File: src/rtl/nand_lab_pkg.sv
// Shared types for the NAND truth-table engine.
// Holds the function-select enum, FSM state enum and width limit.
package nand_lab_pkg;

  localparam int N_IN_MAX = 6;

  typedef enum logic [2:0] {
    MODE_NAND = 3'b000,
    MODE_AND  = 3'b001,
    MODE_OR   = 3'b010,
    MODE_NOR  = 3'b011,
    MODE_XOR  = 3'b100,
    MODE_XNOR = 3'b101,
    MODE_BUF0 = 3'b110,
    MODE_NOT0 = 3'b111
  } mode_t;

  typedef enum logic [1:0] {
    ST_IDLE  = 2'd0,
    ST_SWEEP = 2'd1,
    ST_DONE  = 2'd2
  } state_t;

endpackage

File: src/rtl/nand_func_unit.sv
// Combinational N-input function unit built only from 2-input NANDs.
// Ports: vec (inputs), mode (function select), f (function output).
module nand_mux2 (
  input  logic a,
  input  logic b,
  input  logic s,
  output logic o
);
  logic w_ns;
  logic w_pa;
  logic w_pb;

  // o = s ? b : a
  nand u_ns (w_ns, s, s);
  nand u_pa (w_pa, a, w_ns);
  nand u_pb (w_pb, b, s);
  nand u_o  (o, w_pa, w_pb);
endmodule

module nand_func_unit
  import nand_lab_pkg::*;
#(
  parameter int N_IN = 2
) (
  input  logic [N_IN-1:0] vec,
  input  mode_t           mode,
  output logic            f
);

  // Each stage folds one more input bit into running AND, NOR and XOR.
  for (genvar i = 0; i < N_IN; i++) begin : g_st
    logic w_inv;
    logic w_and;
    logic w_nor;
    logic w_xor;

    nand u_inv (w_inv, vec[i], vec[i]);

    if (i == 0) begin : g_first
      assign w_and = vec[0];
      assign w_nor = w_inv;
      assign w_xor = vec[0];
    end else begin : g_chain
      logic w_n;
      logic w_o;
      logic w_t;
      logic w_u;
      logic w_v;

      nand u_n  (w_n, g_st[i-1].w_and, vec[i]);
      nand u_a  (w_and, w_n, w_n);

      // ~(~or_prev & ~bit) = or_prev | bit
      nand u_o  (w_o, g_st[i-1].w_nor, w_inv);
      nand u_no (w_nor, w_o, w_o);

      nand u_t  (w_t, g_st[i-1].w_xor, vec[i]);
      nand u_u  (w_u, g_st[i-1].w_xor, w_t);
      nand u_v  (w_v, vec[i], w_t);
      nand u_x  (w_xor, w_u, w_v);
    end
  end

  logic w_f_nand;
  logic w_f_and;
  logic w_f_or;
  logic w_f_nor;
  logic w_f_xor;
  logic w_f_xnor;
  logic w_f_buf;
  logic w_f_not;

  assign w_f_and = g_st[N_IN-1].w_and;
  assign w_f_nor = g_st[N_IN-1].w_nor;
  assign w_f_xor = g_st[N_IN-1].w_xor;
  assign w_f_not = g_st[0].w_inv;

  nand u_fnand (w_f_nand, w_f_and, w_f_and);
  nand u_for   (w_f_or, w_f_nor, w_f_nor);
  nand u_fxnor (w_f_xnor, w_f_xor, w_f_xor);
  nand u_fbuf  (w_f_buf, w_f_not, w_f_not);

  logic [2:0] w_sel;
  logic       w_l1_0;
  logic       w_l1_1;
  logic       w_l1_2;
  logic       w_l1_3;
  logic       w_l2_0;
  logic       w_l2_1;

  assign w_sel = mode;

  nand_mux2 u_m10 (
    .a(w_f_nand), .b(w_f_and), .s(w_sel[0]), .o(w_l1_0));
  nand_mux2 u_m11 (
    .a(w_f_or), .b(w_f_nor), .s(w_sel[0]), .o(w_l1_1));
  nand_mux2 u_m12 (
    .a(w_f_xor), .b(w_f_xnor), .s(w_sel[0]), .o(w_l1_2));
  nand_mux2 u_m13 (
    .a(w_f_buf), .b(w_f_not), .s(w_sel[0]), .o(w_l1_3));
  nand_mux2 u_m20 (
    .a(w_l1_0), .b(w_l1_1), .s(w_sel[1]), .o(w_l2_0));
  nand_mux2 u_m21 (
    .a(w_l1_2), .b(w_l1_3), .s(w_sel[1]), .o(w_l2_1));
  nand_mux2 u_m3 (
    .a(w_l2_0), .b(w_l2_1), .s(w_sel[2]), .o(f));

endmodule

File: src/rtl/nand_truth_table_engine.sv
// Sweeps all 2^N_IN input vectors and builds the function's truth table.
// Ports: clk, rst_n, start, mode in; in_vec, y, valid, busy, done, table_out.
module nand_truth_table_engine
  import nand_lab_pkg::*;
#(
  parameter int N_IN  = 2,
  parameter int TBL_W = 2 ** N_IN
) (
  input  logic             clk,
  input  logic             rst_n,
  input  logic             start,
  input  logic [2:0]       mode,
  output logic [N_IN-1:0]  in_vec,
  output logic             y,
  output logic             valid,
  output logic             busy,
  output logic             done,
  output logic [TBL_W-1:0] table_out
);

  localparam logic [N_IN-1:0] LAST = '1;

  state_t          r_state;
  mode_t           r_mode;
  mode_t           w_eval_mode;
  logic [N_IN-1:0] w_next_vec;
  logic            w_f;

  // Evaluate the vector being loaded on this edge, so y is registered
  // together with in_vec; in IDLE that is vector 0 under the incoming mode.
  assign w_eval_mode = (r_state == ST_IDLE) ? mode_t'(mode) : r_mode;
  assign w_next_vec  = (r_state == ST_IDLE) ? '0 : in_vec + 1'b1;

  nand_func_unit #(
    .N_IN(N_IN)
  ) u_func (
    .vec (w_next_vec),
    .mode(w_eval_mode),
    .f   (w_f)
  );

  always_ff @(posedge clk) begin
    if (!rst_n) begin
      r_state   <= ST_IDLE;
      r_mode    <= MODE_NAND;
      in_vec    <= '0;
      y         <= 1'b0;
      valid     <= 1'b0;
      busy      <= 1'b0;
      done      <= 1'b0;
      table_out <= '0;
    end else begin
      unique case (r_state)
        ST_IDLE: begin
          done <= 1'b0;
          if (start) begin
            r_mode    <= mode_t'(mode);
            in_vec    <= '0;
            y         <= w_f;
            valid     <= 1'b1;
            busy      <= 1'b1;
            table_out <= {{(TBL_W-1){1'b0}}, w_f};
            r_state   <= ST_SWEEP;
          end
        end
        ST_SWEEP: begin
          if (in_vec != LAST) begin
            in_vec                <= w_next_vec;
            y                     <= w_f;
            table_out[w_next_vec] <= w_f;
          end else begin
            valid   <= 1'b0;
            busy    <= 1'b0;
            done    <= 1'b1;
            r_state <= ST_DONE;
          end
        end
        ST_DONE: begin
          done    <= 1'b0;
          r_state <= ST_IDLE;
        end
        default: begin
          r_state <= ST_IDLE;
        end
      endcase
    end
  end

endmodule

File: config.mk
export PLATFORM = sky130hd
export DESIGN_NAME = nand_truth_table_engine
export DESIGN_NICKNAME = d
export VERILOG_FILES = /design/src/rtl/nand_lab_pkg.sv /design/src/rtl/nand_func_unit.sv /design/src/rtl/nand_truth_table_engine.sv
export SDC_FILE = /design/constraint.sdc
export NUM_CORES = 1
export LEC_CHECK = 0
export ABC_CLOCK_PERIOD_IN_PS = 2600
export CORE_MARGIN = 3
export CORE_UTILIZATION = 30
export DETAILED_ROUTE_END_ITERATION = 8
export GPL_TIMING_DRIVEN = 1
export SKIP_LAST_GASP = 1
export SLEW_MARGIN = 20
export SYNTH_ARGS = -nofsm -noshare
export SYNTH_HDL_FRONTEND = slang
export SYNTH_SLANG_ARGS = --single-unit
File: constraint.sdc
create_clock -name clk -period 2.6 [get_ports clk]
set_input_delay 0.39 -clock clk [delete_from_list [all_inputs] [get_ports clk]]
set_output_delay 0.39 -clock clk [all_outputs]
set_load 0.05 [all_outputs]
==> results.md <==
* Status: finished, final reports clean
* Netlist cell types at 36
* Antenna viol nets, final at 0
* Vias per cell at around 5.2
* Synth warnings at 0
* Worst EP arrival at 2.28 ns
* Clk sink count at 14
* First-pass GRT wire length at ~3200 um
* Final worst path period share at around 81%
* CTS tree: built
* Slew HR at between 60% and 70%
* Post-synth EDFFs at 0
* Synth top cells by count: dfxtp_1 (14), nand3_1 (12), o21ai_0 (8)
* # diodes at 0
* Area leader, netlist: dfxtp_1
* Post-CTS Setup Repair Bufs at 0
* Worst skew pair latency at just under 0.3 ns
* Post-CTS sizing at 0
* Slew Viols, Final at 0
* Total wire length at 1870 um
* Count leader, synth: dfxtp_1
* H-tree Lvls at 1
* Fill count at just under 300
* Tot GR Track Use at 11.5%
* CTS Hold Bufs at 0
* Drt wl/cell at 12.5 um
* Die ar. at ~3700 um^2
* CP required at 2.77 ns
* Power per cell area at just over 500 nW/um^2
* Synthesized flop and latch total at 14
* CTS Buf Count at 3
* Area grow syn2layout at 22.2%
* Post-Synthesis Cells at approximately 100
* Leakage power total at roughly 0.43 nW
* Clock transition at path regs at 0.09 ns
* Slew @ Worst Pin at roughly 0.50 ns
* Ports at 16
* Crit path launch type: flop
* Largest net degree at the start of global routing at 19
* CP max FO at 12
* Clock tree buffer depth at 2
* Fin. Hold Viols at 0
* Die H at between 60 and 70 um
* Maxcap violations at 0
* Crit end category: flop
* Vias in the first global route at slightly above 700
* F_max at between 400 and 500 MHz
* Ranking of synthesized cells by area: dfxtp_1 (31%), nand3_1 (6.6%), ha_1 (5.5%)
* Post-Syn Area per Cell at just under 9 um^2
* Post-route DRC at 0
* Area of the core at about 2800 um^2
* Synth Cell Area at just over 900 um^2
* Port bufs at 15
* WS Path Type: reg -> reg
* GRT overflow at 0
* Worst hold path class: reg -> reg
* Fin nets at 130
* Initial Utilization at 32.1%
* Syn nets at around 110
* Synth top area share at about 31%
* Total number of vias at 780
* Drt pass-1 iters at 4
* Share of layout cells above drive strength 1 at between 10% and 20%
* Top_reg_cell synth: dfxtp_1
* Final TNS setup at 0 ns
* Peak VDD IR at approximately 0.19 mV
* Hpwl dp at ~1400 um
* Initial antenna violation count at 0
* Row cnt at 19
* Power consumption at roughly 0.00058 W
* Drt initial violations at 21
* RSZ-0062 raised after global routing: no
* Root Buffer Master: clkbuf_4
* Final-report setup violation count at 0
* Asr flop ratio synth at 0%
* GP Congestion at around 0.84
* Final Skew at around 0.0058 ns
* Die Wd at approximately 60 um
* Sequential area share after synthesis at a little under a third
* Period minus WS final at 2.11 ns
[per-layer routing]
metal	GRT usage, %	part of all wire [%]	vias up
met4	6.50	1.8	0
met3	2.13	3.1	4
met5	0	0	-
met2	17.7	45	13
li1	-	-	405
met1	15.0	50	358
[critical path, stage by stage (launching register included)]
cell      delay (ns)
dfxtp_1         0.43
o21ai_0         0.40
ha_1            0.30
mux2i_1         0.10
o31ai_2         0.40
or2_4           0.25
o221ai_2        0.11
[metrics by stage]
step / area (um^2) / utilization [%] / hold slack [ns] / cells / setup slack [ns]
after global placement: 1070 / 37.9 / 0.478 / 146 / 0.476
after floorplan: 907 / - / 0.453 / 104 / 0.297
after CTS: 1110 / 39.2 / 0.491 / 150 / 0.494
after global routing: 1110 / 39.2 / 0.528 / 150 / 0.314
final: 1110 / 39.2 / 0.487 / 150 / 0.486
after detailed placement: 1070 / 37.9 / 0.480 / 146 / 0.425
[flip-flops by register name, indices dropped and copies added (netlist names)]
signal,cells
y,1
table_out,4
r_state,2
done,1
in_vec,2
busy,1
r_mode,3
[final cells by class]
type                       instances  area, um^2  share of cell area, %
tap                               31        38.8                   3.50
clock buffer                       4        36.3                   3.27
multi-input combinational         79         566                   51.0
timing repair buffer              18         173                   15.6
sequential                        14         280                   25.3
inverter                           4        15.0                   1.35
[power breakdown]
group	internal [W]	switching, W
combinational	0.0000673	0.000106
sequential	0.000227	0.0000113
clock	0.0000852	0.0000778
[cells in the final DEF (no fill, tap or decap), types with 2 or more instances in the layout]
| cell | count |
|---|---|
| buf_4 | 3 |
| inv_1 | 4 |
| clkbuf_4 | 3 |
| ha_1 | 4 |
| clkdlybuf4s50_1 | 15 |
| o211ai_1 | 6 |
| and2_1 | 3 |
| nor2_1 | 3 |
| nand3_1 | 12 |
| o21ai_0 | 8 |
| nand2_1 | 7 |
| nor3_1 | 2 |
| a21boi_0 | 5 |
| a21oi_2 | 2 |
| mux2i_1 | 2 |
| dfxtp_1 | 14 |
| nor2b_1 | 2 |
| nand2b_1 | 6 |
[cells by family (layout without fill, tap and decap cells)]
family	Yosys count	count (layout)	synth area share, %
simple gates	41	41	25.1
compound gates	31	31	28.3
flops	14	14	30.9
buf+inv	11	26	6.76
fa+ha+maj	4	4	5.52
mux	3	3	3.45
[worst paths after layout]
kind              startpoint         to  slack, ns  cells past startpoint
setup / recovery  r_state[0]          y       0.49                      6
hold / removal     r_mode[0]  r_mode[0]       0.49                      2
setup reg to reg  r_state[0]          y       0.49                      6
hold reg to reg    r_mode[0]  r_mode[0]       0.49                      2
Note: power is estimated with default switching activity, not from simulation.
